## src/rtl/sr_latch_cmd_seq.sv

```systemverilog
// Command sequencer for a gated SR latch: debounces set/clear requests and issues gate pulses with S/R setup and hold.
// Optional latch readback check enabled by defining SR_LATCH_CMD_SEQ_READBACK_EN (adds Q_FB, P_FB, ERR).
module sr_latch_cmd_seq #(
   parameter int DEB_N   = 4,
   parameter int PULSE_W = 2
) (
   input  logic CLK,
   input  logic RST,
   input  logic SET_REQ,
   input  logic CLR_REQ,
`ifdef SR_LATCH_CMD_SEQ_READBACK_EN
   input  logic Q_FB,
   input  logic P_FB,
   output logic ERR,
`endif
   output logic S,
   output logic R,
   output logic GATE,
   output logic BUSY,
   output logic STATE_EXP
);

   localparam logic [7:0] DEB_MAX = 8'(DEB_N);
   localparam logic [7:0] DEB_ARM = 8'(DEB_N - 1);
   localparam logic [7:0] PW_LAST = 8'(PULSE_W - 1);

   typedef enum logic [1:0] {IDLE, SETUP, PULSE, HOLD} state_e;

   state_e     state_q, state_d;
   logic [7:0] set_cnt_q, set_cnt_d;
   logic [7:0] clr_cnt_q, clr_cnt_d;
   logic [7:0] pcnt_q, pcnt_d;
   logic       slot_v_q, slot_v_d;
   logic       slot_c_q, slot_c_d;
   logic       cmd_q, cmd_d;
   logic       exp_q, exp_d;
   logic       s_q, s_d;
   logic       r_q, r_d;
   logic       gate_q, gate_d;
   logic       busy_q, busy_d;
   logic       set_acc, clr_acc;

   // A request is accepted exactly once, on the edge its counter reaches DEB_N.
   always_comb begin
      set_acc   = SET_REQ && (set_cnt_q == DEB_ARM);
      set_cnt_d = set_cnt_q;
      if (!SET_REQ)
         set_cnt_d = '0;
      else if (set_cnt_q != DEB_MAX)
         set_cnt_d = set_cnt_q + 8'd1;
   end

   always_comb begin
      clr_acc   = CLR_REQ && (clr_cnt_q == DEB_ARM);
      clr_cnt_d = clr_cnt_q;
      if (!CLR_REQ)
         clr_cnt_d = '0;
      else if (clr_cnt_q != DEB_MAX)
         clr_cnt_d = clr_cnt_q + 8'd1;
   end

   always_comb begin
      state_d  = state_q;
      pcnt_d   = pcnt_q;
      cmd_d    = cmd_q;
      slot_v_d = slot_v_q;
      slot_c_d = slot_c_q;
      exp_d    = exp_q;
      case (state_q)
         IDLE: begin
            if (slot_v_q) begin
               cmd_d    = slot_c_q;
               slot_v_d = 1'b0;
               state_d  = SETUP;
            end
         end
         SETUP: begin
            pcnt_d  = PW_LAST;
            state_d = PULSE;
         end
         PULSE: begin
            if (pcnt_q == '0) begin
               exp_d   = cmd_q;
               state_d = HOLD;
            end else begin
               pcnt_d = pcnt_q - 8'd1;
            end
         end
         HOLD:    state_d = IDLE;
         default: state_d = IDLE;
      endcase
      // Slot write after the IDLE consume so a same-edge acceptance lands in the slot; clear beats set.
      if (clr_acc) begin
         slot_v_d = 1'b1;
         slot_c_d = 1'b0;
      end else if (set_acc) begin
         slot_v_d = 1'b1;
         slot_c_d = 1'b1;
      end
      busy_d = (state_d != IDLE);
      s_d    = busy_d && cmd_d;
      r_d    = busy_d && !cmd_d;
      gate_d = (state_d == PULSE);
   end

   always_ff @(posedge CLK or posedge RST) begin
      if (RST) begin
         state_q   <= IDLE;
         set_cnt_q <= '0;
         clr_cnt_q <= '0;
         pcnt_q    <= '0;
         slot_v_q  <= 1'b0;
         slot_c_q  <= 1'b0;
         cmd_q     <= 1'b0;
         exp_q     <= 1'b0;
         s_q       <= 1'b0;
         r_q       <= 1'b0;
         gate_q    <= 1'b0;
         busy_q    <= 1'b0;
      end else begin
         state_q   <= state_d;
         set_cnt_q <= set_cnt_d;
         clr_cnt_q <= clr_cnt_d;
         pcnt_q    <= pcnt_d;
         slot_v_q  <= slot_v_d;
         slot_c_q  <= slot_c_d;
         cmd_q     <= cmd_d;
         exp_q     <= exp_d;
         s_q       <= s_d;
         r_q       <= r_d;
         gate_q    <= gate_d;
         busy_q    <= busy_d;
      end
   end

   assign S         = s_q;
   assign R         = r_q;
   assign GATE      = gate_q;
   assign BUSY      = busy_q;
   assign STATE_EXP = exp_q;

`ifdef SR_LATCH_CMD_SEQ_READBACK_EN
   logic err_q, err_d;

   // Latch outputs are only trusted in HOLD, after the gate has closed on stable S/R.
   always_comb begin
      err_d = err_q;
      if (state_q == HOLD && ((Q_FB != cmd_q) || (P_FB == Q_FB)))
         err_d = 1'b1;
   end

   always_ff @(posedge CLK or posedge RST) begin
      if (RST)
         err_q <= 1'b0;
      else
         err_q <= err_d;
   end

   assign ERR = err_q;
`endif

endmodule

```

## config.mk

```make
export PLATFORM = sky130hd
export DESIGN_NAME = sr_latch_cmd_seq
export DESIGN_NICKNAME = d
export VERILOG_FILES = /design/src/rtl/sr_latch_cmd_seq.sv
export SDC_FILE = /design/constraint.sdc
export NUM_CORES = 1
export LEC_CHECK = 0
export BUFFER_PORTS_ARGS = -buffer_cell sky130_fd_sc_hd__buf_2
export CAP_MARGIN = 0
export CORE_MARGIN = 5
export CORE_UTILIZATION = 30
export DETAILED_ROUTE_END_ITERATION = 12
export HOLD_SLACK_MARGIN = 0.06
export PLACE_DENSITY_LB_ADDON = 0.2
export SYNTH_ARGS = -nofsm -noshare
export SYNTH_HDL_FRONTEND = slang
export SYNTH_SLANG_ARGS = --single-unit
```

## constraint.sdc

```tcl
create_clock -name CLK -period 1.9 [get_ports CLK]
set_input_delay 0.19 -clock CLK [delete_from_list [all_inputs] [get_ports CLK]]
set_output_delay 0.19 -clock CLK [all_outputs]
set_load 0.05 [all_outputs]
```

==> results of run 1 <==
==> stage by stage <==
stage | power (uW) | cells | setup WS [ps]
4_1_cts | 2870 | 279 | 139
3_5_place_dp | 2290 | 270 | 152
2_1_floorplan | 1980 | 184 | 289
5_1_grt | 3060 | 279 | 40.4
6_report | 2820 | 279 | 163
3_3_place_gp | 2290 | 270 | 171
==> power by group <==
part | leakage (uW) | switching [uW] | internal, uW | total (uW)
registers | 0.000445 | 167 | 908 | 1080
clock network | 0.0000482 | 266 | 292 | 558
logic | 0.000429 | 688 | 499 | 1190
total | 0.000922 | 1120 | 1700 | 2820
==> cells by family (layout without fill, tap and decap cells) <==
logic type | count (synthesis) | count (layout) | synth area share, %
adders and majority gates | 10 | 10 | 6.72
AOI/OAI and AO/OA | 47 | 47 | 17.0
xor gates and xnor gates | 2 | 2 | 0.942
and+or+nand+nor | 69 | 69 | 23.5
muxes | 3 | 3 | 1.75
buffers and inverters | 19 | 39 | 4.30
DFF | 34 | 34 | 45.7
==> area by class of cell <==
cell class              instances  area (um2)
well taps                      75        93.8
repair buffers                 16         103
inverters                      15        56.3
multi-input cells             131         930
fillers                       618        3870
clock buffers                   7        86.3
clock inverters                 1        5.00
flip-flops and latches         34         851
==> registers in the layout, summed over array words and instances (netlist names) <==
name,count
R,1
S,1
cmd_q,1
state_q,2
GATE,1
BUSY,1
slot_c_q,1
set_cnt_q,8
pcnt_q,8
STATE_EXP,1
clr_cnt_q,8
slot_v_q,1
==> cells in the mapped netlist, types with 2 or more instances <==
master / count / area share [%]
o21ai_1: 2 / 0.54
nor2_1: 8 / 1.6
a211o_1: 2 / 0.94
inv_1: 15 / 3.0
o211ai_1: 2 / 0.81
nand3_1: 12 / 3.2
a311o_1: 2 / 1.1
o41ai_1: 3 / 1.4
dfrtp_1: 34 / 46
o21ai_0: 10 / 2.7
ha_1: 10 / 6.7
nor4_4: 2 / 2.3
nor3b_1: 3 / 1.2
nand4_1: 3 / 1.0
nand2_1: 11 / 2.2
or3_1: 8 / 2.7
a21oi_1: 14 / 3.8
a31oi_1: 3 / 1.0
nor3_1: 6 / 1.6
nand3b_1: 2 / 0.81
or3b_2: 2 / 0.94
==> final timing paths <==
path / slack (ps) / to / depth (start not counted)
worst min register to register: 500 / STATE_EXP$_DFFE_PP0P_ / 1
worst max-delay path: 160 / R$_DFF_PP0_ / 6
max in group asynchronous: 1050 / pcnt_q[7]$_DFFE_PP0P_ / 4
worst min-delay path: 160 / set_cnt_q[2]$_DFFE_PP0P_ / 3
min in group asynchronous: 530 / set_cnt_q[0]$_DFFE_PP0P_ / 4
worst max register to register: 160 / R$_DFF_PP0_ / 6
==> layer usage <==
| metal | share of wire (%) | vias to the layer above |
|---|---|---|
| li1 | - | 723 |
| met1 | 51 | 647 |
| met2 | 43 | 14 |
| met3 | 3.4 | 8 |
| met4 | 2.2 | 0 |
| met5 | 0 | - |
==> critical path: stages (launching register included) <==
cell and delay, ps:
dfrtp_1 420, inv_1 100, ha_1 230, nor3b_2 190, a2111oi_1 440, buf_4 190
nor3_1 40
==> results.json, run 1 <==
{
  "fin_setup_tns_ps": 0,
  "p_leak_uw": 0.000922,
  "ant_nets": 0,
  "maxCapViolCount": 0,
  "syn_avg_cell_area_um2": 10.1,
  "holdWs_ps": 155,
  "drc_errors": 0,
  "cts_buffers": 5,
  "die_height_um": 88.8,
  "maxSlewHeadroom_pct": 68.4,
  "clockBufferDepth": 2,
  "drtPass1Iterations": 4,
  "syn_nets": 198,
  "final_core_util_pct": 35.5,
  "drive_above_1_share_pct": 16.7,
  "area_delta_synth_final_pct": 14.2,
  "htree_levels": 2,
  "clock_sinks": 34,
  "track_usage_pct": 10.6,
  "drt-total-wl_um": 3520,
  "syn_area_um2": 1860,
  "mostFrequentLayoutCells": "34 x dfrtp_1, 15 x inv_1, 14 x a21oi_1",
  "grtUsageMet2_pct": 14.8,
  "grt_max_degree": 35,
  "clkTransAtPathRegs_ps": 70,
  "synth_seq_cells": 34,
  "setup-violations-final": 0,
  "hold_class": "in2reg",
  "syn_inst": 184,
  "skew_ps": 5.58,
  "initial_utilization_pct": 31.1,
  "hold_start": "SET_REQ",
  "finalWeightedCongestion": 0.729,
  "antenna-diode-count": 0,
  "busiest_layer": "met1",
  "synth_edf_count": 0,
  "fin_crit_sh_pct": 91.4,
  "synth_cell_types": 51,
  "die_area_um2": 7880,
  "cts_setup_buffers": 0,
  "hpwl_um": 2530,
  "critical_path.max_fanout": 5,
  "post_drt_wl_per_cell_um": 12.6,
  "critPathLaunchType": "flop",
  "grt_overflow": 0,
  "use_met1_pct": 15.0,
  "design_area_um2": 2120,
  "final_common_cell": "dfrtp_1",
  "ys_seq_area_share_pct": 45.7,
  "grt_pass1_wl_um": 6440,
  "critPathKind": "reg2reg",
  "synthArstFlopShare_pct": 100,
  "io_buffers": 8,
  "status": "finished clean",
  "avgViaCountPerCell": 4.99,
  "slew_violations": 0,
  "ir_drop_mv": 0.594,
  "worstPathRequired_ps": 2060,
  "cp_data_arrival_time_ps": 1900,
  "synth-main-ff-cell": "dfrtp_1",
  "critPathLaunch": "pcnt_q[0]$_DFFE_PP0P_",
  "rsz0062_at_grt": "no",
  "post_cts_resized": 0,
  "grt_util_met3_pct": 2.79,
  "core_area_um2": 5990,
  "holdBufCountCts": 1,
  "fin_crit_ps": 1740,
  "tritoncts": "yes",
  "drt_iter0_drc": 32,
  "rows": 28,
  "grt_pass1_vias": 1403,
  "finalHoldViolCount": 0,
  "root_buffer": "clkbuf_8",
  "pin_count": 9,
  "yosys_warnings": 0,
  "worstReg2RegStart": "pcnt_q[0]$_DFFE_PP0P_",
  "fmax_mhz": 576,
  "die_w_um": 88.8,
  "dpl_cell_area_um2": 2020,
  "antenna_found_initial": 0,
  "power_density_nw_per_um2": 1330,
  "nets": 217,
  "clock_latency_ps": 290,
  "crit_path_end_kind": "flop",
  "worst_pin_slew_ps": 471,
  "vias": 1392
}
(Power assumes the default switching activity.)
==> run 2, diff against run 1 <==
--- a/config.mk
+++ b/config.mk
@@ -12,6 +12,7 @@
 export DETAILED_ROUTE_END_ITERATION = 12
 export HOLD_SLACK_MARGIN = 0.06
 export PLACE_DENSITY_LB_ADDON = 0.2
+export RECOVER_POWER = 25
 export SYNTH_ARGS = -nofsm -noshare
 export SYNTH_HDL_FRONTEND = slang
 export SYNTH_SLANG_ARGS = --single-unit
==> results.json, run 2 (synthesized netlist as in run 1, its figures left out) <==
{
  "fmax_mhz": 576,
  "vias": 1392,
  "grt_pass1_vias": 1403,
  "cpMaxStageDelayCell": "a2111oi_1",
  "die_height_um": 88.8,
  "antenna_found_initial": 0,
  "htree_levels": 2,
  "hpwl_um": 2530,
  "worstReg2RegEnd": "R$_DFF_PP0_",
  "clockBufferDepth": 2,
  "cp_num_buf_inv": 2,
  "slew_violations": 0,
  "clkTransAtPathRegs_ps": 70,
  "worstReg2RegStart": "pcnt_q[0]$_DFFE_PP0P_",
  "drive_above_1_share_pct": 16.7,
  "initial_utilization_pct": 31.1,
  "clock_latency_ps": 290,
  "maxCapViolCount": 0,
  "multiInputGateArea_um2": 930,
  "die_area_um2": 7880,
  "skew_ps": 5.58,
  "ant_nets": 0,
  "hold_path_depth": 3,
  "mostFrequentLayoutCells": "34 x dfrtp_1, 15 x inv_1, 14 x a21oi_1",
  "finalHoldViolCount": 0,
  "cts_buffers": 5,
  "io_buffers": 8,
  "drt-total-wl_um": 3520,
  "area_delta_synth_final_pct": 14.1,
  "cp_data_arrival_time_ps": 1900,
  "hold_start": "SET_REQ",
  "reg_top3": "clr_cnt_q (8), pcnt_q (8), set_cnt_q (8)",
  "finalWeightedCongestion": 0.729,
  "min_to": "set_cnt_q[2]$_DFFE_PP0P_",
  "drt_iter0_drc": 32,
  "totalPowerFinal_uw": 2820,
  "ir_drop_mv": 0.594,
  "cp_top_family": "compound AO/OA/AOI/OAI gates",
  "hold_class": "in2reg",
  "nets": 217,
  "cp_slowest_stage_delay_ps": 440,
  "final_core_util_pct": 35.4,
  "tritoncts": "yes",
  "worst_pin_slew_ps": 868,
  "antenna-diode-count": 0,
  "p_leak_uw": 0.000921,
  "post_drt_wl_per_cell_um": 12.6,
  "crit_path_end_kind": "flop",
  "grt_overflow": 0,
  "grt_pass1_wl_um": 6440,
  "final_common_cell": "dfrtp_1",
  "status": "finished clean",
  "pin_count": 9,
  "fin_crit_ps": 1740,
  "place_inst": 270,
  "clock_sinks": 34,
  "core_area_um2": 5990,
  "final_cells": 279,
  "drtPass1Iterations": 4,
  "drc_errors": 0,
  "critical_path.max_fanout": 5,
  "grt_max_degree": 35,
  "crit_chain": "inv_1 -> ha_1 -> nor3b_2 -> a2111oi_1 -> buf_4 -> nor3_1",
  "die_w_um": 88.8,
  "maxSlewHeadroom_pct": 42.1,
  "track_usage_pct": 10.6,
  "setup-violations-final": 0,
  "fin_crit_sh_pct": 91.4,
  "critPathKind": "reg2reg",
  "rows": 28,
  "avgViaCountPerCell": 4.99,
  "root_buffer": "clkbuf_8",
  "fill_cells": 619,
  "power_density_nw_per_um2": 1330,
  "regToRegSetupSlack_ps": 160,
  "reg2reg_depth": 6,
  "ff_latch_area_um2": 851,
  "worstPathRequired_ps": 2060,
  "critPathLaunchType": "flop",
  "fin_setup_tns_ps": 0,
  "rsz0062_at_grt": "no"
}
==> run 2: layer usage <==
metal,track usage [%],wire [um]
met5,0,0
met4,5.22,76
met3,2.79,121
met2,14.8,1510
met1,15.0,1810
==> run 2: worst reg2reg max path, delay by kind of cell (launching register included) <==
family / cells / cell delay [ps]
compound gates: 1 / 440
flops: 1 / 420
buf+inv: 2 / 290
fa+ha+maj: 1 / 230
simple gates: 2 / 230
==> run 2: per-stage QoR <==
stage	setup slack, ps	cell area [um2]	hold WS [ps]
after floorplan	289	1860	320
after global placement	171	2020	318
after detailed placement	152	2020	318
after CTS	139	2120	139
after global routing	40.4	2120	166
final	163	2120	155
==> run 2: area by class of cell <==
cell class,count,area share [%]
clock buffers,7,4.07
clock inverters,1,0.236
inverters,15,2.65
multi-input cells,131,43.8
flip-flops and latches,34,40.1
well taps,75,4.42
repair buffers,16,4.72
==> run 2: worst max path at each step <==
stage | startpoint | end | slack [ps] | cells after the start
final | pcnt_q[0]$_DFFE_PP0P_ | R$_DFF_PP0_ | 160 | 6
after global routing | pcnt_q[0]$_DFFE_PP0P_ | S$_DFF_PP0_ | 40 | 6
after CTS | pcnt_q[0]$_DFFE_PP0P_ | S$_DFF_PP0_ | 140 | 6
after detailed placement | pcnt_q[0]$_DFFE_PP0P_ | S$_DFF_PP0_ | 150 | 6
after global placement | pcnt_q[0]$_DFFE_PP0P_ | S$_DFF_PP0_ | 170 | 6
after floorplan | state_q[0]$_DFF_PP0_ | pcnt_q[5]$_DFFE_PP0P_ | 290 | 5
==> run 2: power by group <==
group	total [uW]	switching (uW)	leakage (uW)	internal, uW
sequential	1080	167	0.000445	908
combinational	1190	688	0.000428	498
clock	558	266	0.0000482	292
==> run 2: what timing repair did <==
| item | in CTS | in global routing |
|---|---|---|
| hold buffers | 1 | 0 |
| endpoints found under the setup margin | 0 | 0 |
| buffers inserted | 0 | 0 |
| hold endpoints to repair | 34 | 0 |
| resized for setup | 0 | 0 |
